--- src/rtl/serial_link_pkg.sv ---
// serial_link_pkg
//   Shared definitions for the sen/sd serial address/data link.
//   - default frame-field widths and parity option
//   - frame_w(): number of bits on the wire for one frame
//   - rx_state_e: receiver FSM states
//   - even_parity(): XOR of all bits. The transmitter uses it to build the
//     trailing parity bit, and the receiver uses it to check the whole frame,
//     which must XOR to 0.
package serial_link_pkg;

  localparam int ADDR_W_DEF    = 3;
  localparam int DATA_W_DEF    = 18;
  localparam int PARITY_EN_DEF = 0;
  localparam int PAR_MAX_W     = 64;  // widest frame even_parity() accepts

  typedef enum logic [1:0] {
    ST_IDLE    = 2'd0,
    ST_SHIFT   = 2'd1,
    ST_OVERRUN = 2'd2,
    ST_DONE    = 2'd3
  } rx_state_e;

  function automatic int frame_w(input int addr_w, input int data_w, input int parity_en);
    return addr_w + data_w + ((parity_en != 0) ? 1 : 0);
  endfunction

  function automatic logic even_parity(input logic [PAR_MAX_W-1:0] bits);
    return ^bits;
  endfunction

endpackage

--- src/rtl/serial_frame_shift.sv ---
// serial_frame_shift
//   Frame deserialiser. It holds the MSB-first shift register and the bit
//   counter, and checks the frame length and parity.
// Ports
//   clk, rst      clock, async active-low reset
//   i_load        first bit of a new frame: restart the count at 1
//   i_shift       further frame bit: shift it in and count it
//   i_sd          serial data bit
//   o_full        exactly FRAME_W bits are held
//   o_frame_ok    held bits form a complete frame with good parity
//   o_frame_bad   complement of o_frame_ok (short frame or bad parity)
//   o_addr/o_data address and data fields of the held frame
module serial_frame_shift
  import serial_link_pkg::*;
#(
  parameter int ADDR_W    = ADDR_W_DEF,
  parameter int DATA_W    = DATA_W_DEF,
  parameter int PARITY_EN = PARITY_EN_DEF
) (
  input  logic              clk,
  input  logic              rst,
  input  logic              i_load,
  input  logic              i_shift,
  input  logic              i_sd,
  output logic              o_full,
  output logic              o_frame_ok,
  output logic              o_frame_bad,
  output logic [ADDR_W-1:0] o_addr,
  output logic [DATA_W-1:0] o_data
);

  localparam int FRAME_W = frame_w(ADDR_W, DATA_W, PARITY_EN);
  localparam int CW      = $clog2(FRAME_W + 1);

  logic [FRAME_W-1:0] r_sr;
  logic [CW-1:0]      r_cnt;
  logic               w_par_ok;

  always_ff @(posedge clk or negedge rst) begin
    if (!rst) begin
      r_sr  <= '0;
      r_cnt <= '0;
    end else if (i_load) begin
      r_sr  <= {{(FRAME_W-1){1'b0}}, i_sd};
      r_cnt <= CW'(1);
    end else if (i_shift) begin
      r_sr  <= {r_sr[FRAME_W-2:0], i_sd};
      r_cnt <= r_cnt + 1'b1;
    end
  end

  // The whole frame, parity bit included, must XOR to zero.
  assign w_par_ok    = (PARITY_EN == 0) || (even_parity(PAR_MAX_W'(r_sr)) == 1'b0);
  assign o_full      = (r_cnt == CW'(FRAME_W));
  assign o_frame_ok  = o_full && w_par_ok;
  assign o_frame_bad = !o_frame_ok;
  assign o_addr      = r_sr[FRAME_W-1 -: ADDR_W];
  assign o_data      = r_sr[FRAME_W-1-ADDR_W -: DATA_W];

endmodule

--- src/rtl/serial_frame_rx.sv ---
// serial_frame_rx
//   Receives sen/sd address/data frames and writes good frames into a
//   single-port synchronous RAM. Raises S2_done after NUM_FRAMES writes.
// Ports
//   clk, rst        clock, async active-low reset
//   sen, sd         serial link (sen=0: sd carries a frame bit)
//   RB2_RW          RAM write enable, active low, one cycle per good frame
//   RB2_A, RB2_D    RAM address / write data
//   RB2_Q           RAM read data (unused)
//   S2_done         sticky completion flag
//   good_cnt        frames written (saturating)
//   err_cnt         frames rejected (saturating)
//   frame_err       one-cycle pulse per rejected frame
module serial_frame_rx
  import serial_link_pkg::*;
#(
  parameter int ADDR_W     = ADDR_W_DEF,
  parameter int DATA_W     = DATA_W_DEF,
  parameter int NUM_FRAMES = 8,
  parameter int PARITY_EN  = PARITY_EN_DEF,
  parameter int CNT_W      = 16
) (
  input  logic              clk,
  input  logic              rst,
  input  logic              sen,
  input  logic              sd,
  output logic              RB2_RW,
  output logic [ADDR_W-1:0] RB2_A,
  output logic [DATA_W-1:0] RB2_D,
  input  logic [DATA_W-1:0] RB2_Q,
  output logic              S2_done,
  output logic [CNT_W-1:0]  good_cnt,
  output logic [CNT_W-1:0]  err_cnt,
  output logic              frame_err
);

  localparam logic [31:0] NUM_F = 32'(NUM_FRAMES);

  rx_state_e         r_state, w_next;
  logic              r_armed;
  logic              r_rw, r_done, r_ferr;
  logic [ADDR_W-1:0] r_a;
  logic [DATA_W-1:0] r_d;
  logic [CNT_W-1:0]  r_good, r_err;

  logic              w_load, w_shift, w_accept, w_reject, w_last;
  logic              w_full, w_frame_ok, w_frame_bad;
  logic [ADDR_W-1:0] w_addr;
  logic [DATA_W-1:0] w_data;
  logic              w_unused_q;

  assign w_unused_q = ^RB2_Q;

  serial_frame_shift #(
    .ADDR_W   (ADDR_W),
    .DATA_W   (DATA_W),
    .PARITY_EN(PARITY_EN)
  ) u_shift (
    .clk        (clk),
    .rst        (rst),
    .i_load     (w_load),
    .i_shift    (w_shift),
    .i_sd       (sd),
    .o_full     (w_full),
    .o_frame_ok (w_frame_ok),
    .o_frame_bad(w_frame_bad),
    .o_addr     (w_addr),
    .o_data     (w_data)
  );

  // This accept brings the good count to NUM_FRAMES.
  assign w_last = (32'(r_good) + 32'd1) == NUM_F;

  // State register
  always_ff @(posedge clk or negedge rst) begin
    if (!rst) r_state <= ST_IDLE;
    else      r_state <= w_next;
  end

  // Next state. r_armed blocks a frame from starting until sen has been
  // seen high after reset, so the tail of a frame cut by reset is ignored.
  always_comb begin
    w_next = r_state;
    case (r_state)
      ST_IDLE:    if (r_armed && !sen) w_next = ST_SHIFT;
      ST_SHIFT: begin
        if (!sen) begin
          if (w_full) w_next = ST_OVERRUN;
        end else if (w_frame_ok && w_last) begin
          w_next = ST_DONE;
        end else begin
          w_next = ST_IDLE;
        end
      end
      ST_OVERRUN: if (sen) w_next = ST_IDLE;
      ST_DONE:    w_next = ST_DONE;
      default:    w_next = ST_IDLE;
    endcase
  end

  // Output decode. Accept and reject are mutually exclusive, so a
  // write and frame_err never occur in the same cycle.
  always_comb begin
    w_load   = 1'b0;
    w_shift  = 1'b0;
    w_accept = 1'b0;
    w_reject = 1'b0;
    case (r_state)
      ST_IDLE:  w_load = r_armed && !sen;
      ST_SHIFT: begin
        w_shift  = !sen && !w_full;
        w_accept = sen && w_frame_ok;
        w_reject = (sen && w_frame_bad) || (!sen && w_full);
      end
      default: ;
    endcase
  end

  // RAM write register, counters and completion flag
  always_ff @(posedge clk or negedge rst) begin
    if (!rst) begin
      r_armed <= 1'b0;
      r_rw    <= 1'b1;
      r_a     <= '0;
      r_d     <= '0;
      r_ferr  <= 1'b0;
      r_good  <= '0;
      r_err   <= '0;
      r_done  <= 1'b0;
    end else begin
      if (sen) r_armed <= 1'b1;
      r_rw   <= !w_accept;
      r_ferr <= w_reject;
      if (w_accept) begin
        r_a <= w_addr;
        r_d <= w_data;
        if (r_good != '1) r_good <= r_good + 1'b1;
      end
      if (w_reject && (r_err != '1)) r_err <= r_err + 1'b1;
      // Set once the final write has been presented to the RAM.
      if ((r_state == ST_DONE) && !r_rw) r_done <= 1'b1;
    end
  end

  assign RB2_RW    = r_rw;
  assign RB2_A     = r_a;
  assign RB2_D     = r_d;
  assign S2_done   = r_done;
  assign good_cnt  = r_good;
  assign err_cnt   = r_err;
  assign frame_err = r_ferr;

endmodule

--- config.mk ---
export PLATFORM = sky130hd
export DESIGN_NAME = serial_frame_rx
export DESIGN_NICKNAME = d
export VERILOG_FILES = /design/src/rtl/serial_link_pkg.sv /design/src/rtl/serial_frame_shift.sv /design/src/rtl/serial_frame_rx.sv
export SDC_FILE = /design/constraint.sdc
export NUM_CORES = 1
export LEC_CHECK = 0
export CORE_UTILIZATION = 46
export DETAILED_ROUTE_END_ITERATION = 16
export PLACE_DENSITY_LB_ADDON = 0.1
export SYNTH_ARGS = -nofsm -noshare
export SYNTH_HDL_FRONTEND = slang
export SYNTH_HIERARCHICAL = 1
export SYNTH_SLANG_ARGS = --single-unit
--- constraint.sdc ---
create_clock -name clk -period 2.05 [get_ports clk]
set_input_delay 0.3075 -clock clk [delete_from_list [all_inputs] [get_ports clk]]
set_output_delay 0.3075 -clock clk [all_outputs]
set_load 0.03 [all_outputs]
* Word level (Yosys, flattened, before mapping)
Index checks and enable logic that the tools add are counted.
** Operators by class
- Add/subtract/negate cells :: 4
- Multipliers :: 0
- Divide/modulo/power cells :: 0
- Order comparisons :: 0
- Eq/ne operators :: 10
- Shift operators :: 0
- Multiplexer cells :: 14
- Bitwise operators :: 0
- Reductions and logical operators :: 17
** Operators by type and width (number)
- 21-bit two-way mux :: 2
- 16-bit by 1-bit adder with 16-bit output, second input constant :: 2
- 16-bit != test, second input constant :: 2
- 16-bit by 1-bit adder with 17-bit output, second input constant :: 1
- 17-bit by 4-bit == test with 1-bit output, second input constant :: 1
- 2-bit two-way mux :: 5
- 5-bit two-way mux :: 2
- 1-bit logical AND :: 8
- 2-bit one-hot mux with 4 select lines :: 1
- 5-bit by 1-bit adder with 5-bit output, second input constant :: 1
- 5-bit == test, second input constant :: 1
- 2-bit == test, second input constant :: 2
- 1-bit logical NOT :: 4
- 1-bit two-way mux :: 4
- 2-bit != test, second input constant :: 2
- 3-bit by 2-bit != test with 1-bit output, second input constant :: 1
- 3-bit AND reduction :: 1
- 2-bit by 1-bit == test with 1-bit output, second input constant :: 1
- 2-bit logical NOT :: 1
- 2-bit AND reduction :: 1
- 2-bit nonzero test :: 1
- 1-bit logical OR :: 1
** Storage, ports and cells
- Flip-flop bits (word level) :: 85
- Latch bits :: 0
- Bits in writable memories :: 0
- Bits in read-only memories :: 0
- Input bits :: 22
- Output and inout bits :: 56
- Logic and storage cells :: 56
- Memories kept :: 0

* Depth between registers and ports, before layout
- Depth in word-level cells :: 6
- Depth in mapped cells :: 9
- Depth with buffers taken out :: 9

* Modules after synthesis
Netlist, hierarchy kept.
** Modules (own cells, without submodules)
- serial_frame_rx :: instances 1, cells each 263, area each 2635.0 µm², sequential area each 1477.7 µm²
- serial_frame_shift :: instances 1, cells each 96, area each 1156.1 µm², sequential area each 650.6 µm²

* Worst setup path before layout
No wires, ideal clock.
- Path kind :: reg-to-reg
- Start point :: register u_shift.r_cnt[0]
- End point :: register r_err[1], in the netlist err_cnt[1]
- Setup time :: 125 ps
- Data arrival time :: 1806 ps
- Data required time :: 1925 ps
- Slack :: 120 ps
- Cell stages (with the launch flop) :: 8
- Path buffers :: 1
- Clock period less this slack :: 1930 ps
- Path through :: dfrtp_1 -> ha_1 -> and4b_1 -> buf_4 -> mux2i_1 -> nor2_1 -> o21ai_1 -> mux2_2
** Between the ends
- Word-level cells in the longest chain between the ends :: 6
- Elaborated cells on any way between the ends :: 7
- Classes of those cells :: eq/ne (1); mux (1); reduce/logical (5)
** Ends and longest elaborated chain
- from (decl) :: line serial_frame_shift.sv:36 : logic [CW-1:0] r_cnt;
- from (signal assigned) :: line serial_frame_shift.sv:48 : r_cnt <= r_cnt + 1'b1;
- 5-bit == test * :: line serial_frame_shift.sv:54 : assign o_full = (r_cnt == CW'(FRAME_W));
- named net w_frame_ok :: line serial_frame_rx.sv:47 : logic w_full, w_frame_ok, w_frame_bad;
- 1-bit logical NOT :: line serial_frame_shift.sv:56 : assign o_frame_bad = !o_frame_ok;
- 1-bit logical AND :: line serial_frame_rx.sv:113 : w_reject = (sen && w_frame_bad) || (!sen && w_full);
- 1-bit logical OR * :: line serial_frame_rx.sv:113
- 1-bit two-way mux * :: line serial_frame_rx.sv:108 : case (r_state)
- named net w_reject :: line serial_frame_rx.sv:46 : logic w_load, w_shift, w_accept, w_reject, w_last;
- 1-bit logical AND * :: line serial_frame_rx.sv:139 : if (w_reject && (r_err != '1)) r_err <= r_err + 1'b1;
- to (signal assigned) :: line serial_frame_rx.sv:139
- to (decl) :: line serial_frame_rx.sv:44 : logic [CNT_W-1:0] r_good, r_err;
The timed path passes the listed nets; every way through them passes the cells marked *.
A chain may end at the register's enable or synchronous reset.

* Final worst setup path
- Start point :: register u_shift.r_cnt[1]
- End point :: register r_good[10], in the netlist good_cnt[10]
** Between the ends
- Word-level cells in the longest chain between the ends :: 4
** Ends and longest elaborated chain
- 5-bit == test :: line serial_frame_shift.sv:54
- named net w_frame_ok :: line serial_frame_rx.sv:47
- 1-bit logical AND :: line serial_frame_rx.sv:112 : w_accept = sen && w_frame_ok;
- 1-bit two-way mux :: line serial_frame_rx.sv:108
- 2-bit AND reduction (no source line)
- to (signal assigned) :: line serial_frame_rx.sv:137 : if (r_good != '1) r_good <= r_good + 1'b1;
- to (decl) :: line serial_frame_rx.sv:44
The timed path passes the listed nets, and every way through them passes these cells.

==> flow_metrics.tcl <==
set metrics [dict create \
    critical_path_class "flip-flop to flip-flop" \
    synth.most_common_cell "dfrtp_1" \
    place_congestion 0.7691 \
    fin_nets 459 \
    maxCapViolCount 0 \
    start_util 0.4831 \
    antenna_found_initial 0 \
    grt_max_degree 31 \
    synth-edff-count 0 \
    yosys-top-cells-count "dfrtp_1 (84), nand2_1 (81), nor2_1 (31), mux2i_1 (21), xnor2_1 (20)" \
    ys_seq_area_frac 0.5614 \
    clk_path_buf_depth 2 \
    ant_nets 0 \
    fmax_mhz 512.0 \
    hold_viol 0 \
    placed_area_um2 4577 \
    nFillCells 692 \
    drtIter0Drc 100 \
    leakagePower_nw 2.262 \
    ys_types 49 \
    synthesis.nets 385 \
    synth_top_area_share 0.5545 \
    first_pass_iters 5 \
    reg2reg_setup_slack_ns 0.1 \
    cp.arrival_ns 2.23 \
    synthArstFlopShare 1.000 \
    worst_ep_required_time_ns 2.32 \
    syn_inst 359 \
    status "finished, final reports clean" \
    ys_top_cells_by_area "dfrtp_1 (55%), nand2_1 (8.0%), mux2i_1 (5.5%), xnor2_1 (4.6%), nor2_1 (3.1%)" \
    wl_um 7370 \
    cp_slowest_cell "or3b_4" \
    reg2reg_depth 9 \
    grt_usage 0.1832 \
    setup_tns_ns 0 \
    cp-endpoint "good_cnt[10]" \
    synth_area_per_cell_um2 10.56 \
    rsz0062_at_grt "true" \
    min_path_type "input port to async pin" \
    final_max_slew_viol_count 0 \
    synth.cell_area_um2 3791 \
    cts_root_buffer "clkbuf_8" \
    numCtsBuffers 9 \
    ys_ff_latch 85 \
    critical_path.startpoint "u_shift/r_cnt[1]" \
    globalRoute.totalOverflow 0 \
    multi_input_area_um2 1612 \
    wire_per_inst_um 13.65 \
    yosys_warnings 6 \
    die_area_um2 8609 \
    diodes 0 \
    cp_max_fo 5 \
    synth_ff_type "dfrtp_1" \
    grt_pass1_vias 2682 \
    num_vias 2779 \
    viasPerCell 5.146 \
    drive_gt1_frac 0.1324 \
    tightestPinTransition_ns 0.4790 \
    cts_tree "done" \
    start_kind "flip-flop" \
    peakVddDrop_mv 0.3844 \
    endpoint_kind "flip-flop" \
    rows 32 \
    hold_slack_ns 0.4089 \
    post_cts_buffers 0 \
    total_power_mw 3.652 \
    critPathMaxStageDelay_ns 0.44 \
    grt_pass1_wl_um 12420 \
    cts.sinks 85 \
    relSlewSlack 0.6765 \
    synth_top_area_cell "dfrtp_1" \
    area_growth_syn_to_layout_pct 27.59 \
    dieWidth_um 92.79 \
    io_buffers 59 \
    path_cells "inv_1 > ha_1 > and4b_2 > nand2_1 > nor2_4 > inv_2 > or3b_4 > nor2_2 > xor2_1" \
    r2r_end "good_cnt[10]" \
    finalSetupViolations 0 \
    min_period_ns 1.953 \
    period_share 0.9528 \
    design_area_um2 4837 \
    ctsHtreeMaxLevel 3 \
    die_h_um 92.79 \
    r2r-start "u_shift/r_cnt[1]" \
    finalClockSkew_ns 0.008235 \
    core_um2 7848 \
    clk_latency_ns 0.35 \
    power_density_nw_per_um2 755.1 \
    seq_area_um2 2128 \
    pin_count 78 \
    dp.final_hpwl_um 5040 \
    clkTransAtPathRegs_ns 0.08 \
    drc 0 \
]
==> power breakdown <==
part / total, mW / leakage (nW) / internal [mW] / switching, mW
clock network: 1.23 / 0.0991 / 0.605 / 0.622
logic: 0.564 / 1.00 / 0.255 / 0.309
registers: 1.86 / 1.16 / 1.76 / 0.0994
total: 3.65 / 2.26 / 2.62 / 1.03
==> layout make-up <==
class	count	area share
Timing Repair Buffer	78	0.1542
Inverter	4	0.003104
Clock buffer	10	0.02845
Multi-Input combinational cell	255	0.3332
Tap cell	102	0.02638
Clock inverter	6	0.01474
Sequential cell	85	0.4400
==> layout by cell type (no fill, tap or decap), types with 4 or more instances in the layout <==
cell	count
a21oi_1	5
and3_1	8
buf_4	18
clkbuf_8	10
clkdlybuf4s50_1	58
dfrtp_1	84
ha_1	4
mux2i_1	20
nand2_1	81
nand2b_1	4
nand3_1	12
nand4_1	10
nor2_1	31
xnor2_1	20
xor2_1	11
==> kinds of logic (layout without fill, tap and decap cells) <==
group / after synthesis / in the layout / synth area share
AND/OR/NAND/NOR: 174 / 174 / 0.2195
flip-flops: 85 / 85 / 0.5614
buffers and inverters: 19 / 98 / 0.02739
XOR/XNOR: 31 / 31 / 0.07162
adder cells (fa/ha/maj): 4 / 4 / 0.01320
AO/OA/AOI/OAI: 21 / 21 / 0.03762
multiplexers: 25 / 25 / 0.06931
==> sequential cells by signal, summed over array words and instances, names as in the netlist <==
signal and cells:
RB2_D 18, u_shift/r_cnt 5, r_armed 1, u_shift/r_sr 21, err_cnt 16, frame_err 1
good_cnt 16, RB2_RW 1, S2_done 1, r_state 2, RB2_A 3
==> through the flow <==
stage / cells / setup WS, ns / utilization
2_1_floorplan: 359 / 0.1195 / -
3_3_place_gp: 523 / 0.1039 / 0.5832
3_5_place_dp: 523 / 0.06978 / 0.5832
4_1_cts: 540 / 0.05802 / 0.6111
5_1_grt: 540 / -0.02883 / 0.6164
6_report: 540 / 0.09669 / 0.6164
==> layer usage <==
metal / track usage / part of all wire / vias up
met4: 0.07564 / 0.016 / 0
met2: 0.3021 / 0.49 / 48
met5: 0 / 0 / -
li1: - / - / 1350
met1: 0.2394 / 0.47 / 1371
met3: 0.03038 / 0.030 / 10
==> worst min path at each step <==
stage / from / endpoint / slack [ns]
floorplan: rst / RB2_A[0] / 0.01
global placement: rst / good_cnt[8] / 0.24
detailed placement: rst / good_cnt[7] / 0.26
CTS: rst / S2_done / 0.41
global route: rst / S2_done / 0.44
finish: rst / good_cnt[7] / 0.41
==> repair_timing <==
item                       CTS  global route
setup endpoints to repair    0            11
hold buffers                 1             0
hold endpoints to repair    21             0
resized for setup            0             8
==> critical path, delay by kind of cell, from the launching register on <==
| kind | cells | cell delay, ns |
|---|---|---|
| buffers and inverters | 2 | 0.11 |
| and+or+nand+nor | 5 | 1.10 |
| adders and majority gates | 1 | 0.13 |
| DFF | 1 | 0.39 |
| xor gates and xnor gates | 1 | 0.15 |
No activity file was read; power rests on OpenSTA's default activity.
